===== config.mk =====
export PLATFORM = sky130hd
export DESIGN_NAME = flash_read_ctrl
export DESIGN_NICKNAME = d
export VERILOG_FILES = /design/src/rtl/flash_pkg.sv /design/src/rtl/flash_wait_timer.sv /design/src/rtl/flash_read_ctrl.sv
export SDC_FILE = /design/constraint.sdc
export NUM_CORES = 1
export LEC_CHECK = 0
export BUFFER_PORTS_ARGS = -buffer_cell sky130_fd_sc_hd__buf_4
export CAP_MARGIN = 20
export CORE_UTILIZATION = 40
export DETAILED_ROUTE_END_ITERATION = 6
export SLEW_MARGIN = 20
export SYNTH_ARGS = -nofsm -noshare
export SYNTH_HDL_FRONTEND = slang
export SYNTH_HIERARCHICAL = 1
export SYNTH_SLANG_ARGS = --single-unit

===== constraint.sdc =====
create_clock -name CLK_50MHZ -period 2.7 [get_ports CLK_50MHZ]
set_input_delay 0.405 -clock CLK_50MHZ [delete_from_list [all_inputs] [get_ports CLK_50MHZ]]
set_output_delay 0.405 -clock CLK_50MHZ [all_outputs]
set_load 0.02 [all_outputs]

===== src/rtl/flash_pkg.sv =====
// Shared types and constants for the flash read sequencer.
package flash_pkg;

    typedef enum logic [2:0] {
        ST_IDLE,
        ST_SETUP,
        ST_WAIT,
        ST_RECOVER,
        ST_DONE
    } state_e;

    localparam int T_ACC_DEF  = 6;
    localparam int T_HOLD_DEF = 2;

    // Counter must hold the larger of the two wait lengths.
    function automatic int tmr_width(input int a, input int b);
        int m;
        m = (a > b) ? a : b;
        return $clog2(m + 1);
    endfunction

    localparam int TMR_W_DEF = tmr_width(T_ACC_DEF, T_HOLD_DEF);

endpackage


===== src/rtl/flash_wait_timer.sv =====
// Loadable down-counter; expired marks the last cycle of a loaded wait.
module flash_wait_timer #(
    parameter int W = 3
) (
    input  logic         clk,
    input  logic         rst_n,
    input  logic         load,
    input  logic [W-1:0] load_val,
    output logic         expired
);

    logic [W-1:0] cnt_q, cnt_d;

    always_comb begin
        cnt_d = cnt_q;
        if (load)
            cnt_d = load_val;
        else if (cnt_q != '0)
            cnt_d = cnt_q - 1'b1;
    end

    always_ff @(posedge clk or negedge rst_n) begin
        if (!rst_n)
            cnt_q <= '0;
        else
            cnt_q <= cnt_d;
    end

    assign expired = (cnt_q == W'(1));

endmodule


===== src/rtl/flash_read_ctrl.sv =====
// Byte-wide burst reader for asynchronous NOR flash with access/recovery wait states.
module flash_read_ctrl
    import flash_pkg::*;
#(
    parameter int ADDR_W = 24,
    parameter int DATA_W = 8,
    parameter int LEN_W  = 8,
    parameter int T_ACC  = T_ACC_DEF,
    parameter int T_HOLD = T_HOLD_DEF
) (
    input  logic              CLK_50MHZ,
    input  logic              RST_N,
    input  logic              rd_req,
    input  logic [ADDR_W-1:0] rd_addr,
    input  logic [LEN_W-1:0]  rd_len,
    input  logic              rd_abort,
    output logic              rd_busy,
    output logic              rd_valid,
    output logic [DATA_W-1:0] rd_data,
    output logic              rd_done,
    output logic [ADDR_W-1:0] flash_a,
    input  logic [DATA_W-1:0] flash_dq,
    output logic              flash_ce_n,
    output logic              flash_oe_n,
    output logic              flash_we_n,
    output logic              flash_byte_n
);

    localparam int TMR_W = tmr_width(T_ACC, T_HOLD);

    state_e              state_q, state_d;
    logic [ADDR_W-1:0]   addr_q, addr_d;
    logic [LEN_W-1:0]    rem_q, rem_d;
    logic                abort_q, abort_d;
    logic [DATA_W-1:0]   data_q, data_d;
    logic                valid_q, valid_d;
    logic                done_q, done_d;
    logic                busy_q, busy_d;
    logic                ce_n_q, ce_n_d;
    logic                oe_n_q, oe_n_d;
    logic                tmr_load;
    logic [TMR_W-1:0]    tmr_val;
    logic                tmr_exp;

    flash_wait_timer #(.W(TMR_W)) u_timer (
        .clk      (CLK_50MHZ),
        .rst_n    (RST_N),
        .load     (tmr_load),
        .load_val (tmr_val),
        .expired  (tmr_exp)
    );

    always_comb begin
        state_d  = state_q;
        addr_d   = addr_q;
        rem_d    = rem_q;
        abort_d  = abort_q;
        data_d   = data_q;
        valid_d  = 1'b0;
        tmr_load = 1'b0;
        tmr_val  = TMR_W'(T_HOLD);

        unique case (state_q)
            ST_IDLE, ST_DONE: begin
                state_d = ST_IDLE;
                if (rd_req) begin
                    rem_d   = rd_len;
                    abort_d = 1'b0;
                    if (rd_len == '0) begin
                        state_d = ST_DONE;
                    end else begin
                        state_d = ST_SETUP;
                        addr_d  = rd_addr;
                    end
                end
            end
            ST_SETUP: begin
                tmr_load = 1'b1;
                if (rd_abort) begin
                    state_d = ST_RECOVER;
                    abort_d = 1'b1;
                end else begin
                    state_d = ST_WAIT;
                    tmr_val = TMR_W'(T_ACC);
                end
            end
            ST_WAIT: begin
                // An abort on the sampling edge wins: the byte is dropped, not captured.
                if (rd_abort) begin
                    state_d  = ST_RECOVER;
                    abort_d  = 1'b1;
                    tmr_load = 1'b1;
                end else if (tmr_exp) begin
                    state_d  = ST_RECOVER;
                    tmr_load = 1'b1;
                    data_d   = flash_dq;
                    valid_d  = 1'b1;
                end
            end
            ST_RECOVER: begin
                if (rd_abort)
                    abort_d = 1'b1;
                if (tmr_exp) begin
                    if (abort_q || rd_abort || rem_q == LEN_W'(1)) begin
                        state_d = ST_DONE;
                    end else begin
                        state_d = ST_SETUP;
                        addr_d  = addr_q + 1'b1;
                        rem_d   = rem_q - 1'b1;
                    end
                end
            end
            default: state_d = ST_IDLE;
        endcase

        // Strobes are registered from the next state so they leave the flops glitch-free.
        busy_d = (state_d == ST_SETUP) || (state_d == ST_WAIT) || (state_d == ST_RECOVER);
        ce_n_d = !((state_d == ST_SETUP) || (state_d == ST_WAIT));
        oe_n_d = !(state_d == ST_WAIT);
        done_d = (state_d == ST_DONE);
    end

    always_ff @(posedge CLK_50MHZ or negedge RST_N) begin
        if (!RST_N) begin
            state_q <= ST_IDLE;
            addr_q  <= '0;
            rem_q   <= '0;
            abort_q <= 1'b0;
            data_q  <= '0;
            valid_q <= 1'b0;
            done_q  <= 1'b0;
            busy_q  <= 1'b0;
            ce_n_q  <= 1'b1;
            oe_n_q  <= 1'b1;
        end else begin
            state_q <= state_d;
            addr_q  <= addr_d;
            rem_q   <= rem_d;
            abort_q <= abort_d;
            data_q  <= data_d;
            valid_q <= valid_d;
            done_q  <= done_d;
            busy_q  <= busy_d;
            ce_n_q  <= ce_n_d;
            oe_n_q  <= oe_n_d;
        end
    end

    assign rd_busy      = busy_q;
    assign rd_valid     = valid_q;
    assign rd_data      = data_q;
    assign rd_done      = done_q;
    assign flash_a      = addr_q;
    assign flash_ce_n   = ce_n_q;
    assign flash_oe_n   = oe_n_q;
    assign flash_we_n   = 1'b1;
    assign flash_byte_n = 1'b0;

endmodule


Yosys cells after proc, flatten, opt, wreduce, memory -nomap -nowiden
Index checks and enable logic that the tools add are counted.
- output and inout port bits: 39
- bits of input ports: 44
- word-level logic and storage cells: 77
- register bits: 52
- reduce and logical (&&, ||, !) cells: 18
- bitwise gates (word level): 1
- mux-type cells: 29
- equal/unequal tests: 15
- add/sub/neg operators: 3
- operators with widths (cell ; count):
    24-bit 2-to-1 mux ; 4
    24-bit one-hot mux with 2 select lines ; 1
    3-bit 2-to-1 mux ; 10
    24-bit by 1-bit adder with 24-bit output, second input constant ; 1
    8-bit 2-to-1 mux ; 3
    8-bit one-hot mux with 2 select lines ; 1
    3-bit by 2-bit equality test with 1-bit output, second input constant ; 4
    3-bit one-hot mux with 4 select lines ; 1
    3-bit by 1-bit equality test with 1-bit output, second input constant ; 3
    8-bit by 1-bit equality test with 1-bit output, second input constant ; 1
    8-bit logical NOT ; 1
    2-bit != test, second input constant ; 4
    8-bit by 1-bit subtractor with 8-bit output, second input constant ; 1
    1-bit 2-to-1 mux ; 7
    3-bit equality test, second input constant ; 2
    3-bit AND reduction ; 2
    2-bit nonzero test ; 3
    5-bit AND reduction ; 1
    1-bit logical OR ; 4
    1-bit one-hot mux with 2 select lines ; 2
    4-bit AND reduction ; 1
    3-bit logical NOT ; 1
    3-bit nonzero test ; 1
    3-bit OR reduction ; 1
    other kinds (5) ; 6

Depth between registers and ports, before layout
- depth after elaboration: 8
- mapped depth: 9

Hierarchy
Netlist, hierarchy kept.
- modules (own cells, without submodules) (module ; instances ; cells an instance ; area each (um^2)):
    flash_read_ctrl ; 1 ; 308 ; 2831.5
    flash_wait_timer ; 1 ; 22 ; 219.0

Worst setup path before layout
Ideal clock, no wire load.
- kind: register to register
- start point: reg u_timer.cnt_q[0]
- end point: reg addr_q[16], in the netlist flash_a[16]
- setup slack: 0.688 ns
- arrival time: 1.886 ns
- setup time: 0.126 ns
- clock period less this slack: 2.012 ns
- stages on the path, launching flop included: 9
- path buffers: 1
- path through: dfrtp_1 ha_1 and2b_2 o21a_1 o221a_2 o31ai_4 buf_6 nor2_1 a2bb2oi_1
- word-level cells in the longest chain between the ends: 3
- ends and longest elaborated chain (element ; RTL line ; text):
    start, declared ; flash_wait_timer.sv:12 ; logic [W-1:0] cnt_q, cnt_d;
    start signal, assigned ; flash_wait_timer.sv:26 ; cnt_q <= cnt_d;
    3-bit by 1-bit equality test with 1-bit output ; flash_wait_timer.sv:29 ; assign expired = (cnt_q == W'(1));
    named net tmr_exp ; flash_read_ctrl.sv:43 ; logic tmr_exp;
    2-bit != test (no source line) ; - ;
    5-bit AND reduction (no source line) ; - ;
    end signal, assigned ; flash_read_ctrl.sv:137 ; addr_q <= addr_d;
    end, declared ; flash_read_ctrl.sv:32 ; logic [ADDR_W-1:0] addr_q, addr_d;
The timed path passes the listed nets, and every way through them passes these cells.
A chain may end at the register's enable or synchronous reset.

Worst setup path after layout
- start point: reg u_timer.cnt_q[0]
- end point: reg addr_q[10], in the netlist flash_a[10]
The elaborated chain is that of the path after synthesis.

==> flow_summary_export.csv <==
group,metric,value,unit
sta,skew,0.00753,ns
worst_setup_path,r2r_start,"u_timer/cnt_q[0]",
place,place_hpwl,5.29,mm
synthesis,ys_seq_area_share,42.7,%
synthesis,yosysWarnings,6,
synthesis,synth_mux_area_share,2.95,%
clock_tree,cts_root_buf,"clkbuf_8",
floorplanning,die-height,89.3,µm
route,avgRoutedWirePerCell,14.6,µm
global_route,gr-total-overflow,0,
worst_setup_path,worstPathMaxFanout,23,
power_and_ir_drop,p_leak,0.00165,µW
flow_run,max_cap_viol_count,0,
place,dpl.cell_count,505,
floorplanning,die_width,89.3,µm
synthesis,syn_avg_cell_area,9.24,µm²
synthesis,synth_top_cell_area_share,41.0,%
route,vias_per_cell,5.53,
global_route,grt_max_degree,53,
synthesis,synthCells,330,
floorplanning,core-area,7330,µm²
route,dr_total_vias,2836,
clock_tree,clk_pin_slew_worst_paths,0.10,ns
synthesis,synth_most_common_cell,"dfrtp_1",
route,drtIter0Drc,132,
synthesis,synth_common_cells,"dfrtp_1, a21oi_1, nand2_1, o21ai_0, nor2_1",
global_route,grt_pass1_vias,2549,
synthesis,synthAdderAreaFrac,2.46,%
clock_tree,postCtsSetupBuffers,0,
outcome,status,"finished clean",
worst_setup_path,r2r_end,"flash_a[10]",
clock_tree,htree_levels,2,
worst_setup_path,critPathArrivalTime,2.46,ns
route,antenna_left,0,
place,globalplace.congestion,0.791,
clock_tree,cts.sinks,52,
place,port_buffers,80,
clock_tree,cts_buffers,5,
synthesis,synth_top_cell_by_area,"dfrtp_1",
sta,final.period_utilization,82.1,%
worst_setup_path,rrSetupSlack,0.48,ns
final_layout,stdcell_area,3850,µm²
synthesis,synth_compound_area_share,24.4,%
synthesis,synthArstFlopShare,100,%
final_layout,fill_cells,697,
sta,setup_viol,0,
power_and_ir_drop,ir_drop,0.462,mV
sta,worstMarginPinSlew,0.681,ns
final_layout,instances_no_fill,513,
final_layout,synthToLayoutAreaGrowth,26.2,%
synthesis,synthTopCellsByArea,"dfrtp_1, a21oi_1, nand2_1, o21ai_0, mux2_2",
sta,relSlewSlack,54.6,%
sta,hold_viol_final,0,
floorplanning,num_io_pins,83,
synthesis,yosys.area_share.simple,21.7,%
synthesis,synth_top_family_by_area,"compound AO/OA/AOI/OAI gates",
sta,finalSetupTns,0,ns
synthesis,netlist_area,3050,µm²
synthesis,synth-edff-count,0,
sta,slew_violations,0,
worst_setup_path,cp-start-kind,"flip-flop",
route,drcViolationCount,0,
global_route,grt_pass1_wl,12.0,mm
final_layout,nets,463,
global_route,grt_use_total,19.3,%
synthesis,synth_seq_cells,52,
power_and_ir_drop,power_density,1190,nW/µm²
final_layout,drive_above_1_share,30.4,%
synthesis,synthXorXnorAreaFrac,0,%
global_route,antenna_found_initial,0,
worst_setup_path,critPathCaptureType,"flip-flop",
floorplanning,dieArea,7980,µm²
final_layout,n_antenna_cell,0,
worst_setup_path,reg2reg_depth,7,
clock_tree,tritoncts,"yes",
synthesis,ys.flop_type,"dfrtp_1",
worst_setup_path,required,2.95,ns
sta,rsz0062_at_grt,"no",
floorplanning,start_util,41.6,%
clock_tree,clk-insertion-delay-late,0.31,ns
route,wirelength,7.48,mm
synthesis,synth.distinct_cells,64,
floorplanning,rows,31,
worst_hold_path,min_path_type,"in2async",
final_layout,finish.utilization,52.5,%
sta,fmax,0.451,GHz
clock_tree,clk_path_buf_depth,2,
sta,hold_ws,0.116,ns
clock_tree,hold_buffers,0,
route,drt_first_pass_iters,4,
place,placedInstanceArea,3760,µm²
worst_setup_path,criticalPathCategory,"reg2reg",
sta,post-route-min-period,2.22,ns
[worst max-delay path, stage by stage, from the launching register on]
cell      delay (ns)
dfrtp_1         0.42
ha_1            0.20
and2b_2         0.24
a31oi_1         0.21
o221a_2         0.27
o31a_2          0.42
o221ai_1        0.24
a21oi_2         0.17
[flip-flops by register name, indices dropped and copies added, names as in the netlist]
| signal | cells |
|---|---|
| flash_a | 24 |
| rd_data | 8 |
| rem_q | 8 |
| state_q | 3 |
| u_timer/cnt_q | 3 |
| abort_q | 1 |
| flash_ce_n | 1 |
| flash_oe_n | 1 |
| rd_busy | 1 |
| rd_done | 1 |
| rd_valid | 1 |
[routing by layer]
layer / vias to the layer above / track usage (%) / routed length [µm]
li1: 1385 / - / -
met1: 1357 / 25.4 / 3310
met2: 86 / 32.3 / 3650
met3: 8 / 4.16 / 442
met4: 0 / 5.05 / 83
met5: - / 0 / 0
[through the flow]
stage / worst slack [ns] / total power [µW]
2_1_floorplan: 0.688 / 3300
3_3_place_gp: 0.207 / 4070
3_5_place_dp: 0.143 / 4120
4_1_cts: 0.120 / 4600
5_1_grt: 0.271 / 4970
6_report: 0.484 / 4560
[logic make-up (layout without fill, tap and decap cells)]
family | after synthesis | after routing
muxes | 8 | 8
AOI/OAI and AO/OA | 112 | 112
and+or+nand+nor | 118 | 118
buffers and inverters | 32 | 114
other | 2 | 4
adders and majority gates | 6 | 6
DFF | 52 | 52
[where the power goes]
group | switching (µW) | total [µW] | leakage (µW) | internal [µW]
Combinational | 1450 | 2530 | 0.000991 | 1080
Clock | 260 | 470 | 0.0000455 | 210
Sequential | 412 | 1570 | 0.000613 | 1150
[worst max path at each step]
| stage | startpoint | cells past startpoint | endpoint |
|---|---|---|---|
| finish | u_timer/cnt_q[0] | 7 | flash_a[10] |
| global route | u_timer/cnt_q[0] | 7 | flash_a[10] |
| CTS | u_timer/cnt_q[0] | 7 | flash_a[10] |
| detailed placement | u_timer/cnt_q[0] | 7 | flash_a[10] |
| global placement | u_timer/cnt_q[0] | 7 | flash_a[10] |
| floorplan | u_timer/cnt_q[0] | 8 | flash_a[16] |
[layout by cell type (no fill, tap or decap), types with 3 or more instances in the layout]
cell	instances
a21oi_1	39
a2bb2oi_1	7
a31oi_1	4
and3_1	3
and4_1	3
buf_4	92
clkbuf_8	6
conb_1	4
dfrtp_1	50
ha_1	6
inv_1	14
mux2_2	8
nand2_1	29
nand2b_1	4
nand3_1	15
nand4_1	7
nor2_1	17
nor2b_1	4
nor3_1	9
nor4b_1	3
o21ai_0	19
o21ai_1	5
o22a_1	5
o22ai_1	9
or3_1	6
[area by class of cell]
| type | count | area (µm²) | share of cell area (%) |
|---|---|---|---|
| inverters | 14 | 52.6 | 1.36 |
| repair buffers | 92 | 691 | 17.9 |
| multi-input cells | 248 | 1590 | 41.3 |
| flip-flops and latches | 52 | 1300 | 33.9 |
| clock buffers | 8 | 90.1 | 2.34 |
| well taps | 99 | 124 | 3.22 |
[what timing repair did]
action                                  in CTS  in global routing
endpoints found under the setup margin       0                  2
hold endpoints to repair                     0                  0
gates resized for setup                      0                  1
No activity file was read; power rests on OpenSTA's default activity.
